`src/rtl/sisp_cmd_sequencer.sv`:
```
// SISP command sequencer: accepts a host command, streams its config beats
// into the SISP context registers, launches the mode, and returns the result.
module sisp_cmd_sequencer #(
    parameter logic [15:0] TIMEOUT_CYCLES = 16'd65535,
    parameter logic [7:0]  RESULT_ADDR    = 8'd121
) (
    input  logic        clk,
    input  logic        rst_n,

    input  logic        cmd_valid_i,
    output logic        cmd_ready_o,
    input  logic [5:0]  cmd_mode_i,
    input  logic [3:0]  cmd_nwr_i,

    input  logic        cfg_valid_i,
    output logic        cfg_ready_o,
    input  logic [7:0]  cfg_addr_i,
    input  logic [63:0] cfg_data_i,

    output logic [7:0]  ContextRegAddr_o,
    output logic [63:0] DataIn_o,
    output logic        DataInReady_o,

    input  logic [63:0] sisp_DataOut_i,
    input  logic        sisp_DataOutReady_i,

    output logic        rsp_valid_o,
    input  logic        rsp_ready_i,
    output logic [63:0] rsp_data_o,
    output logic        rsp_err_o,

    output logic        busy_o
);

    typedef enum logic [2:0] {
        IDLE,
        CFG,
        LAUNCH,
        READ,
        CAPTURE,
        RESP
    } state_t;

    state_t      state_q;
    state_t      state_d;

    logic [5:0]  mode_q;
    logic [5:0]  mode_d;
    logic [3:0]  nwr_q;
    logic [3:0]  nwr_d;
    logic [3:0]  beat_q;
    logic [3:0]  beat_d;
    logic [15:0] tmo_q;
    logic [15:0] tmo_d;
    logic        ill_q;
    logic        ill_d;

    logic [7:0]  addr_d;
    logic [63:0] data_d;
    logic        dir_d;
    logic [63:0] rsp_data_d;
    logic        rsp_err_d;

    logic        cmd_fire;
    logic        cfg_fire;
    logic        rsp_fire;
    logic        cmd_ill;
    logic        last_beat;
    logic [16:0] tmo_inc;

    assign cmd_fire  = cmd_valid_i && cmd_ready_o;
    assign cfg_fire  = cfg_valid_i && cfg_ready_o;
    assign rsp_fire  = rsp_valid_o && rsp_ready_i;
    assign cmd_ill   = cmd_mode_i > 6'd9;
    assign last_beat = beat_q == (nwr_q - 4'd1);
    // 17-bit so the default 65535 limit compares without wrapping.
    assign tmo_inc   = {1'b0, tmo_q} + 17'd1;

    // Next-state and next-output decisions; everything lands one edge later.
    always_comb begin
        state_d    = state_q;
        mode_d     = mode_q;
        nwr_d      = nwr_q;
        beat_d     = beat_q;
        tmo_d      = tmo_q;
        ill_d      = ill_q;
        addr_d     = 8'd0;
        data_d     = 64'd0;
        dir_d      = 1'b0;
        rsp_data_d = rsp_data_o;
        rsp_err_d  = rsp_err_o;

        unique case (state_q)
            IDLE: begin
                if (cmd_fire) begin
                    mode_d     = cmd_mode_i;
                    nwr_d      = cmd_nwr_i;
                    beat_d     = 4'd0;
                    tmo_d      = 16'd0;
                    ill_d      = cmd_ill;
                    rsp_data_d = 64'd0;
                    rsp_err_d  = 1'b0;
                    if (cmd_nwr_i != 4'd0) begin
                        state_d = CFG;
                    end else begin
                        unique case (1'b1)
                            cmd_ill: begin
                                state_d   = RESP;
                                rsp_err_d = 1'b1;
                            end
                            (cmd_mode_i == 6'd0): state_d = RESP;
                            default: state_d = LAUNCH;
                        endcase
                    end
                end
            end

            CFG: begin
                if (cfg_fire) begin
                    // Beats of an illegal command are drained, never written.
                    if (!ill_q) begin
                        addr_d = cfg_addr_i;
                        data_d = cfg_data_i;
                        dir_d  = 1'b1;
                    end
                    beat_d = beat_q + 4'd1;
                    if (last_beat) begin
                        unique case (1'b1)
                            ill_q: begin
                                state_d   = RESP;
                                rsp_err_d = 1'b1;
                            end
                            (mode_q == 6'd0): state_d = RESP;
                            default: state_d = LAUNCH;
                        endcase
                    end
                end
            end

            LAUNCH: begin
                if (sisp_DataOutReady_i) begin
                    state_d = READ;
                    addr_d  = RESULT_ADDR;
                end else begin
                    addr_d = 8'd0;
                    data_d = {58'd0, mode_q};
                    dir_d  = 1'b1;
                    tmo_d  = tmo_inc[15:0];
                    if (tmo_inc == {1'b0, TIMEOUT_CYCLES}) begin
                        state_d    = RESP;
                        rsp_data_d = 64'd0;
                        rsp_err_d  = 1'b1;
                    end
                end
            end

            READ: begin
                state_d = CAPTURE;
            end

            CAPTURE: begin
                rsp_data_d = sisp_DataOut_i;
                rsp_err_d  = 1'b0;
                state_d    = RESP;
            end

            RESP: begin
                if (rsp_fire) begin
                    state_d = IDLE;
                end
            end

            default: begin
                state_d = IDLE;
            end
        endcase
    end

    // State, context and registered outputs.
    always_ff @(posedge clk or negedge rst_n) begin
        if (!rst_n) begin
            state_q          <= IDLE;
            mode_q           <= 6'd0;
            nwr_q            <= 4'd0;
            beat_q           <= 4'd0;
            tmo_q            <= 16'd0;
            ill_q            <= 1'b0;
            ContextRegAddr_o <= 8'd0;
            DataIn_o         <= 64'd0;
            DataInReady_o    <= 1'b0;
            rsp_data_o       <= 64'd0;
            rsp_err_o        <= 1'b0;
            cmd_ready_o      <= 1'b1;
            cfg_ready_o      <= 1'b0;
            rsp_valid_o      <= 1'b0;
            busy_o           <= 1'b0;
        end else begin
            state_q          <= state_d;
            mode_q           <= mode_d;
            nwr_q            <= nwr_d;
            beat_q           <= beat_d;
            tmo_q            <= tmo_d;
            ill_q            <= ill_d;
            ContextRegAddr_o <= addr_d;
            DataIn_o         <= data_d;
            DataInReady_o    <= dir_d;
            rsp_data_o       <= rsp_data_d;
            rsp_err_o        <= rsp_err_d;
            cmd_ready_o      <= state_d == IDLE;
            cfg_ready_o      <= state_d == CFG;
            rsp_valid_o      <= state_d == RESP;
            busy_o           <= state_d != IDLE;
        end
    end

endmodule

```
`config.mk`:
```
export PLATFORM = sky130hd
export DESIGN_NAME = sisp_cmd_sequencer
export DESIGN_NICKNAME = d
export VERILOG_FILES = /design/src/rtl/sisp_cmd_sequencer.sv
export SDC_FILE = /design/constraint.sdc
export NUM_CORES = 1
export LEC_CHECK = 0
export BUFFER_PORTS_ARGS = -buffer_cell sky130_fd_sc_hd__buf_2
export CAP_MARGIN = 20
export CORE_MARGIN = 2
export CORE_UTILIZATION = 45
export CTS_BUF_LIST = sky130_fd_sc_hd__clkbuf_8
export DETAILED_ROUTE_END_ITERATION = 12
export GPL_TIMING_DRIVEN = 1
export HOLD_SLACK_MARGIN = 0.08
export PLACE_DENSITY = 0.89
export SLEW_MARGIN = 0
export SYNTH_ARGS = -nofsm -noshare
export SYNTH_HDL_FRONTEND = slang
export SYNTH_SLANG_ARGS = --single-unit
```
`constraint.sdc`:
```
create_clock -name clk -period 2.35 [get_ports clk]
set_input_delay 0.47 -clock clk [delete_from_list [all_inputs] [get_ports clk]]
set_output_delay 0.47 -clock clk [all_outputs]
set_load 0.05 [all_outputs]
```
Word-level counts from Yosys, hierarchy flattened

Index checks and enable logic that the tools add are counted.

Flip-flop bits (word level): 176
Output and inout bits: 142
Input port bits: 152
Word-level logic and storage cells: 95

Reduce and logical (&&, ||, !) cells: 20
Add/sub/neg operators: 3
$lt $le $gt $ge: 1
Muxes and demuxes: 41
Eq/ne operators: 15

Operators with widths:

| kind                  | count |
|---|---|
| $mux 64               | 5 |
| $pmux 64 s3           | 1 |
| $pmux 64 s2           | 1 |
| $mux 16               | 2 |
| $pmux 16 s2           | 1 |
| $mux 3                | 9 |
| $pmux 3 s6            | 1 |
| $add 16x1->17 const B | 1 |
| $eq 17x16->1 const B  | 1 |
| $mux 8                | 2 |
| $pmux 8 s2            | 1 |
| $logic_not 6->1       | 2 |
| $ne 2x2->1 const B    | 6 |
| $mux 1                | 11 |
| $eq 3x3->1 const B    | 3 |
| $mux 4                | 2 |
| $pmux 4 s2            | 1 |
| $reduce_bool 4->1     | 2 |
| $mux 7                | 1 |
| $reduce_and 7->1      | 1 |
| $eq 3x1->1 const B    | 2 |
| $eq 3x2->1 const B    | 2 |
| $gt 6x4->1 const B    | 1 |
| $logic_not 3->1       | 2 |
| 13 further kinds      | 19 |

Depth between registers and ports, before layout

Gate-level depths: netlist of the first run.

Word-level depth: 7
Gate-level depth with buffers: 9
Gate-level depth less buffers: 8

Worst setup path before layout of the first run

Ideal clock, no wire load.

Kind: input to register
Start: input cmd_nwr_i[1]
End: register busy_o
Required time: 2226 ps
Path buffers: 0
Path slack: 72 ps
Setup time: 124 ps
Stages: 5
Arrival: 2154 ps
Cells stage by stage: or4_2 o21a_1 a2111oi_4 a21bo_4 or2_1

Cells in the longest elaborated chain, start to end: 5

Ends and longest elaborated chain:

| item                   | line | source |
|---|---|---|
| start: declaration     | 13   | `input logic [3:0] cmd_nwr_i,` |
| $reduce_bool 4->1      | 103  | `if (cmd_nwr_i != 4'd0) begin` |
| $mux 3                 | 103  |  |
| $mux 3                 | 95   | `if (cmd_fire) begin` |
| $pmux 3 s6             | 93   | `unique case (state_q)` |
| named net state_d[0]   | 45   | `state_t state_d;` |
| $reduce_bool 3->1      | 212  | `busy_o <= state_d != IDLE;` |
| end signal: assignment | 196  | `busy_o <= 1'b0;` |
| end signal: assignment | 212  |  |
| end: declaration       | 32   | `output logic busy_o` |

The timed path passes the listed nets, and every way through them passes these cells.
A chain may end at the register's enable or synchronous reset.

Worst setup path in the final report of the first run

Start: register tmo_q[1]
End: register rsp_err_o

Cells in the longest elaborated chain, start to end: 4

Ends and longest elaborated chain:

| item                       | line | source |
|---|---|---|
| start: declaration         | 53   | `logic [15:0] tmo_q;` |
| start signal: assignment   | 202  | `tmo_q <= tmo_d;` |
| $add 16x1->17              | 77   | `assign tmo_inc = {1'b0, tmo_q} + 17'd1;` |
| $eq 17x16->1               | 149  | `if (tmo_inc == {1'b0, TIMEOUT_CYCLES}) begin` |
| $ne 2x2->1 (no line)       | -    |  |
| $reduce_and 7->1 (no line) | -    |  |
| end signal: assignment     | 208  | `rsp_err_o <= rsp_err_d;` |
| end: declaration           | 30   | `output logic rsp_err_o,` |

Every way passes these cells.

==> results.yml, run 1 <==
critical_path:
  r2r_slack_ps: 30
  critPathMaxFanout: 7
  criticalPathCategory: "reg -> reg"
  crit_slowest_cell: "dfrtp_2"
  worst_path_dominant_cell_family: "simple AND/OR/NAND/NOR gates"
  startpoint_type: "register"
  crit_chain: "buf_6 > ha_1 > nand4_1 > or2_4 > or3_4 > a2111oi_4 > o21ai_2 > mux2_1"
  worstPathRequired_ps: 2680
  slowest_delay_ps: 420
  path_buf_inv: 1
  arrival_ps: 2650
  endpoint_kind: "register"
global_route:
  antenna_found_initial: 0
  grt_pass1_vias: 5572
  grtUsageTotal: 0.213
  gr-total-overflow: 0
  grt_max_degree: 73
  grt_first_pass_wirelength_um: 27500
placement:
  gp_congestion: 0.865
  dp_hpwl_um: 13300
  placed_area_um2: 8800
  port_buffers: 293
timing:
  finalClockSkew_ps: 14.0
  rsz0062_at_grt: "yes"
  max_slew.worst_pin.slew_ps: 1010
  max_freq_mhz: 432
  finalSetupViolations: 0
  relSlewSlack: 0.322
  final.min_clock_period_ps: 2320
  min_period_over_period: 0.986
  hold_violations: 0
  whs_ps: 211
  slew_viol_final: 0
clocking:
  numCtsBuffers: 17
  clock_sink_count: 176
  clk_pin_slew_ps: 100
  tritoncts: "done"
  clkLatencyLatePin_ps: 450
  clock_path_buffers: 2
  cts-root-buf: "clkbuf_8"
  htreeDepth: 4
floorplan:
  rows: 45
  core_area_um2: 15300
  dieArea_um2: 16700
  start_util: 0.462
  die_w_um: 129
  boundaryPins: 294
  die-height_um: 129
synth:
  synth_fp_nets: 708
  syn-instance-count: 552
  yosys-top-cells-area: "dfrtp_1 (62%), a22o_1 (8.8%), and2_1 (5.6%)"
  syn-cell-area_um2: 7040
  synth.distinct_cells: 67
  synth_warnings: 0
  synth_area_per_cell_um2: 12.8
  netlist.area_leader.share: 0.622
  synth_ff_type: "dfrtp_1"
  synth_seq_cells: 176
  async_flop_share: 1.00
  synth-edff-count: 0
  yosys.area.top_type: "dfrtp_1"
  yosysSeqAreaShare: 0.626
detailed_routing:
  firstDrtPassIters: 5
  vias_per_cell: 5.21
  via_count: 5636
  wl_um: 18900
  drc_errors: 0
  wl_per_cell_um: 17.5
  drtAntennaViolNets: 0
  drtIter0Drc: 353
status:
  status: "finished clean"
cells_and_area:
  fin_area_um2: 9420
  area_growth_pct: 33.8
  final_nets: 1014
  antenna_cells: 0
  most-common-layout-cells: "buf_2 (292), dfrtp_1 (170), a22o_1 (71)"
  nFillCells: 1186
  layout-drive-gt1-share: 0.464
  finish.utilization: 0.617
  mostFrequentLayoutCell: "buf_2"
power_and_ir_drop:
  total_power_mw: 12.1
  p_leak_nw: 5.03
  p_per_area_nw_per_um2: 1290
  irDropWorstVdd_mv: 0.606
worst_hold_path:
  hold_class: "in -> reg"
run:
  drv_cap: 0
==> path summary, 6_finish.rpt <==
path | startpoint | endpoint | cells past startpoint
max in group asynchronous | rst_n | tmo_q[1] | 3
setup / recovery | tmo_q[1] | rsp_err_o | 8
hold reg to reg | tmo_q[11] | tmo_q[11] | 1
setup reg to reg | tmo_q[1] | rsp_err_o | 8
hold / removal | cfg_data_i[19] | DataIn_o[19] | 2
min in group asynchronous | rst_n | rsp_data_o[18] | 2
==> what timing repair did <==
item | CTS | global route
endpoints found under the hold margin | 53 | 0
pin swaps | 0 | 5
hold buffers | 1 | 0
resized for setup | 0 | 21
setup endpoints to repair | 1 | 67
gates cloned | 0 | 5
buffers inserted | 1 | 3
==> sequential cells by signal (all words and copies together), names as in the netlist <==
name,flops
tmo_q,16
rsp_valid_o,1
DataIn_o,64
mode_q,6
busy_o,1
cmd_ready_o,1
ill_q,1
ContextRegAddr_o,8
nwr_q,4
beat_q,4
state_q,3
DataInReady_o,1
cfg_ready_o,1
rsp_err_o,1
rsp_data_o,64
==> logic make-up (layout without fill, tap and decap cells) <==
logic type | after synthesis | in the layout | share of synthesized area
AOI/OAI and AO/OA | 148 | 148 | 0.168
xor gates and xnor gates | 11 | 11 | 0.0137
adders and majority gates | 4 | 4 | 0.00711
buffers and inverters | 44 | 362 | 0.0350
DFF | 176 | 176 | 0.626
muxes | 9 | 9 | 0.0144
and+or+nand+nor | 160 | 160 | 0.136
==> through the flow <==
step	instances	setup TNS [ps]	setup WS, ps
2_1_floorplan	552	0	72.0
3_3_place_gp	1040	-62.3	-62.3
3_5_place_dp	1040	-101	-101
4_1_cts	1073	0	16.4
5_1_grt	1081	-2200	-69.6
6_report	1081	0	32.7
==> per-layer routing <==
layer / wire (um) / track usage
met1: 7230 / 0.242
met4: 267 / 0.0748
met5: 0 / 0
met3: 1650 / 0.0780
met2: 9750 / 0.373
==> cells in the mapped netlist, drive strengths merged, types with 3 or more instances <==
master,n
and2,63
nand2,17
a31oi,4
buf,15
o31ai,3
clkbuf,23
and2b,3
nor3,6
nor4,6
inv,6
dfrtp,175
ha,4
nor2,23
mux2,9
a22o,71
or4,3
or2,3
nor3b,6
o21ai,31
a21oi,12
a21o,8
nand4,9
xnor2,7
nand3,9
xor2,4
==> power breakdown <==
group	total (mW)	switching, mW	internal [mW]
sequential	4.47	0.591	3.88
clock	2.06	1.16	0.905
combinational	5.59	3.79	1.80
total	12.1	5.54	6.59
==> final cells by class <==
class,count,area (um^2),share of cell area
repair buffers,325,1840,0.195
well taps,211,264,0.0280
inverters,6,22.5,0.00239
clock buffers,18,248,0.0263
flip-flops and latches,176,4410,0.468
multi-input cells,332,2490,0.264
clock inverters,13,146,0.0155
(Power assumes the default switching activity.)
==> run 2, diff against run 1 <==
- BUFFER_PORTS_ARGS: -buffer_cell sky130_fd_sc_hd__buf_2 -> -buffer_cell sky130_fd_sc_hd__buf_4
- MAX_ROUTING_LAYER: unset -> met4
==> run 2 against run 1 <==
Hold slack worse by 2.5 ps. First-iteration DRC count is 16% higher. Cell area is 8.2% higher. Via count is 1.4% higher. Sequential share of layout area is 3.6 points lower. Sequential cell count stayed put. Combinational power is 9.1% higher. Critical endpoint is now rsp_data_o[19].
==> results.yml, run 2 (synthesis results as in run 1) <==
power_and_ir_drop:
  p_per_area_nw_per_um2: 1250
  clock_power_share: 0.164
  sequentialPowerShare: 0.356
  p_int_mw: 7.05
  irDropWorstVdd_mv: 0.632
  swShare: 0.445
  pwr-share-comb: 0.480
  p_leak_nw: 5.20
  p_sw_mw: 5.65
  total_power_mw: 12.7
run:
  drv_cap: 0
cells_and_area:
  finish.utilization: 0.668
  multi_input_area_um2: 2490
  largestRegisters: "DataIn_o (64), rsp_data_o (64), tmo_q (16)"
  fin_area_um2: 10200
  antenna_cells: 0
  mostFrequentLayoutCell: "buf_4"
  nFillCells: 1122
  most-common-layout-cells: "buf_4 (319), dfrtp_1 (170), a22o_1 (71)"
  seqCellArea_um2: 4410
  area_growth_pct: 44.8
  layout-drive-gt1-share: 0.474
  final_nets: 1021
floorplan:
  start_util: 0.462
  dieArea_um2: 16700
  die_w_um: 129
  die-height_um: 129
  rows: 45
  boundaryPins: 294
  core_area_um2: 15300
timing:
  final.min_clock_period_ps: 2340
  hold_violations: 0
  tns_ps: 0
  max_freq_mhz: 427
  relSlewSlack: 0.570
  finalClockSkew_ps: 13.7
  finalSetupViolations: 0
  max_slew.worst_pin.slew_ps: 644
  rsz0062_at_grt: "yes"
  slew_viol_final: 0
  min_period_over_period: 0.996
critical_path:
  critPathMaxFanout: 16
  endpoint_kind: "register"
  crit_slowest_cell: "dfrtp_2"
  crit_chain: "buf_6 > buf_4 > buf_4 > and3b_1 > o211a_1 > o22ai_2 > nor3_2 > a41oi_4 > buf_12 > buf_6 > a22o_1"
  r2r_slack_ps: 10
  rr_endpoint: "rsp_data_o[19]"
  criticalPathCategory: "reg -> reg"
  reg2regPathDepth: 11
  startpoint_type: "register"
  r2r-start: "tmo_q[1]"
  arrival_ps: 2720
  worstPathRequired_ps: 2730
  slowest_delay_ps: 450
detailed_routing:
  firstDrtPassIters: 4
  wl_um: 20300
  drtAntennaViolNets: 0
  wl_per_cell_um: 18.6
  drtIter0Drc: 410
  via_count: 5713
  vias_per_cell: 5.25
  drc_errors: 0
global_route:
  grt_first_pass_wirelength_um: 29300
  grt_pass1_vias: 5677
  antenna_found_initial: 0
  grt_max_degree: 66
  gr-total-overflow: 0
  grtUsageTotal: 0.237
clocking:
  clock_sink_count: 176
  cts-root-buf: "clkbuf_8"
  htreeDepth: 4
  clk_pin_slew_ps: 100
  tritoncts: "done"
  numCtsBuffers: 17
  clock_path_buffers: 2
  clkLatencyLatePin_ps: 460
placement:
  placed_area_um2: 9560
  gp_congestion: 0.851
  port_buffers: 293
  dp_hpwl_um: 14000
worst_hold_path:
  min_from: "cfg_data_i[51]"
  hold_depth: 2
  hold_path_end: "DataIn_o[51]"
  hold_class: "in -> reg"
status:
  status: "finished clean"
run 2: changes by cell type in the layout (fill, tap and decap cells not counted), sizes merged:
cell / before / now
clkinv: 2 / 4
inv: 13 / 12
buf: 322 / 329
run 2: power by group through the flow:
| stage | Sequential, mW | Clock (mW) | Combinational [mW] |
|---|---|---|---|
| after floorplan | 6.67 | 0 | 1.76 |
| after global placement | 4.49 | 0 | 5.67 |
| after detailed placement | 4.55 | 0 | 5.78 |
| after CTS | 4.49 | 2.13 | 5.83 |
| after global routing | 4.61 | 2.26 | 6.39 |
| final | 4.51 | 2.09 | 6.10 |
run 2: worst max path at each step:
stage | startpoint | to | slack, ps
CTS | tmo_q[1] | rsp_err_o | 20
finish | tmo_q[1] | rsp_data_o[19] | 10
global placement | cmd_nwr_i[1] | busy_o | -70
detailed placement | cmd_mode_i[2] | busy_o | -120
floorplan | cmd_nwr_i[1] | busy_o | 70
global route | tmo_q[1] | rsp_data_o[19] | -60
run 2: critical path: cells and delay by family (launching register included):
| family | cells | cell delay, ps |
|---|---|---|
| buffers and inverters | 5 | 770 |
| AO/OA/AOI/OAI | 4 | 760 |
| flip-flops | 1 | 450 |
| AND/OR/NAND/NOR | 2 | 260 |
run 2: cell type report:
class | count | share of cell area
Clock buffer | 18 | 0.0243
Tap cell | 211 | 0.0259
Multi-Input combinational cell | 332 | 0.244
Timing Repair Buffer | 332 | 0.256
Sequential cell | 176 | 0.433
Clock inverter | 14 | 0.0146
Inverter | 6 | 0.00221
run 2: metrics by stage:
step	std cells	hold slack, ps	setup slack (ps)
after detailed placement	1046	461	-120
after global routing	1089	183	-62.9
after CTS	1080	186	19.5
after floorplan	552	174	72.0
final	1089	209	10.5
after global placement	1046	457	-73.8
run 2: per-layer routing:
layer | part of all wire | global-route usage | vias up
met2 | 0.51 | 0.385 | 266
met4 | 0.021 | 0.0850 | 0
met3 | 0.066 | 0.0599 | 30
met1 | 0.40 | 0.288 | 2819
met5 | 0 | - | -
li1 | - | - | 2598
run 2: repair_timing:
action | 4_1_cts | 5_1_grt
resized for setup | 0 | 24
pin swaps | 0 | 7
gates cloned | 0 | 5
buffers inserted | 1 | 4
endpoints found under the hold margin | 51 | 0
hold buffers | 1 | 0
endpoints found under the setup margin | 4 | 66
==> run 3, diff against run 2 <==
- CORE_MARGIN: 2 -> unset
==> run 3 against run 2 <==
Via count about the same. Highest routed layer unchanged. Sequential cell count unchanged. Largest cell class unchanged. Sequential share of layout area down 0.11 points.
==> results.yml, run 3 (synthesis results as in run 1) <==
clocking:
  clk_pin_slew_ps: 100
  clock_sink_count: 176
  clkLatencyLatePin_ps: 460
  cts-root-buf: "clkbuf_8"
  htreeDepth: 4
  tritoncts: "done"
  clock_path_buffers: 2
  numCtsBuffers: 17
timing:
  finalClockSkew_ps: 15.9
  hold_violations: 0
  finalSetupViolations: 0
  max_slew.worst_pin.slew_ps: 980
  relSlewSlack: 0.344
  slew_viol_final: 0
  rsz0062_at_grt: "yes"
  max_freq_mhz: 429
  tns_ps: 0
  whs_ps: 215
  min_period_over_period: 0.993
  final.min_clock_period_ps: 2330
detailed_routing:
  wl_per_cell_um: 18.3
  drc_errors: 0
  drtIter0Drc: 281
  vias_per_cell: 5.24
  drtAntennaViolNets: 0
  firstDrtPassIters: 4
  via_count: 5710
  wl_um: 19900
global_route:
  grtUsageTotal: 0.243
  gr-total-overflow: 0
  grt_pass1_vias: 5703
  antenna_found_initial: 0
  grt_first_pass_wirelength_um: 29200
  grt_max_degree: 66
cells_and_area:
  fin_area_um2: 10200
  antenna_cells: 0
  nFillCells: 1095
  most-common-layout-cells: "buf_4 (319), dfrtp_1 (171), a22o_1 (71)"
  finish.utilization: 0.670
  mostFrequentLayoutCell: "buf_4"
  layout-drive-gt1-share: 0.465
  largestRegisters: "DataIn_o (64), rsp_data_o (64), tmo_q (16)"
  area_growth_pct: 45.1
  final_nets: 1021
power_and_ir_drop:
  p_per_area_nw_per_um2: 1250
  p_leak_nw: 5.24
  irDropWorstVdd_mv: 0.697
  total_power_mw: 12.8
status:
  status: "finished clean"
floorplan:
  dieArea_um2: 16200
  die-height_um: 127
  start_util: 0.462
  boundaryPins: 294
  die_w_um: 127
  core_area_um2: 15300
  rows: 45
run:
  drv_cap: 0
placement:
  placed_area_um2: 9570
  port_buffers: 293
  gp_congestion: 0.849
  dp_hpwl_um: 13800
critical_path:
  critPathMaxFanout: 6
  arrival_ps: 2670
  endpoint_kind: "register"
  criticalPathCategory: "reg -> reg"
  worstPathRequired_ps: 2690
  startpoint_type: "register"
worst_hold_path:
  hold_class: "in -> reg"
-- run 3: worst max-delay path, cell delays in order (launching register included) --
cell       delay (ps)
dfrtp_2           430
buf_4             160
ha_1              150
nand4_1            70
or2_2             330
or3_1             380
a2111oi_4         240
o21ai_1           150
mux2_1            320
-- run 3: path summary, 6_finish.rpt --
path,start,end,slack (ps),cells after the start
max in group asynchronous,rst_n,beat_q[0],1120,3
worst min-delay path,cfg_data_i[57],DataIn_o[57],220,2
min in group asynchronous,rst_n,rsp_data_o[23],540,2
worst max-delay path,tmo_q[1],rsp_err_o,20,8
worst min register to register,tmo_q[11],tmo_q[11],480,1
worst max register to register,tmo_q[1],rsp_err_o,20,8
-- run 3: final cells by class --
type                            count  area [um^2]  share of cell area
Tap cell                          211          264              0.0258
Inverter                            6         22.5             0.00220
Timing Repair Buffer              332         2620               0.256
Clock inverter                     14          175              0.0171
Sequential cell                   176         4410               0.432
Multi-Input combinational cell    332         2480               0.243
Clock buffer                       18          248              0.0242
-- run 3: power breakdown --
part / internal, mW / switching, mW / total (mW)
registers: 3.88 / 0.625 / 4.51
clock network: 1.10 / 1.14 / 2.24
logic: 2.24 / 3.81 / 6.06
total: 7.23 / 5.58 / 12.8
-- run 3: repair_timing --
| action | CTS | global route |
|---|---|---|
| pin swaps | 1 | 6 |
| endpoints found under the hold margin | 49 | 0 |
| hold buffers | 1 | 0 |
| gates resized for setup | 0 | 17 |
| buffers inserted | 0 | 6 |
| setup endpoints to repair | 62 | 66 |
| gates cloned | 0 | 5 |
-- run 3: per-stage QoR --
| step | std cells | setup WS, ps |
|---|---|---|
| floorplan | 552 | 72.0 |
| global placement | 1045 | -79.1 |
| detailed placement | 1045 | -122 |
| CTS | 1078 | 10.2 |
| global route | 1089 | -43.4 |
| finish | 1089 | 16.7 |
-- run 3: layer usage --
layer  up-vias  global-route usage  share of wire
li1       2596                   -              -
met1      2796               0.281           0.39
met2       278               0.406           0.51
met3        40              0.0657          0.070
met4         0              0.0966          0.029
met5         -                   -              0
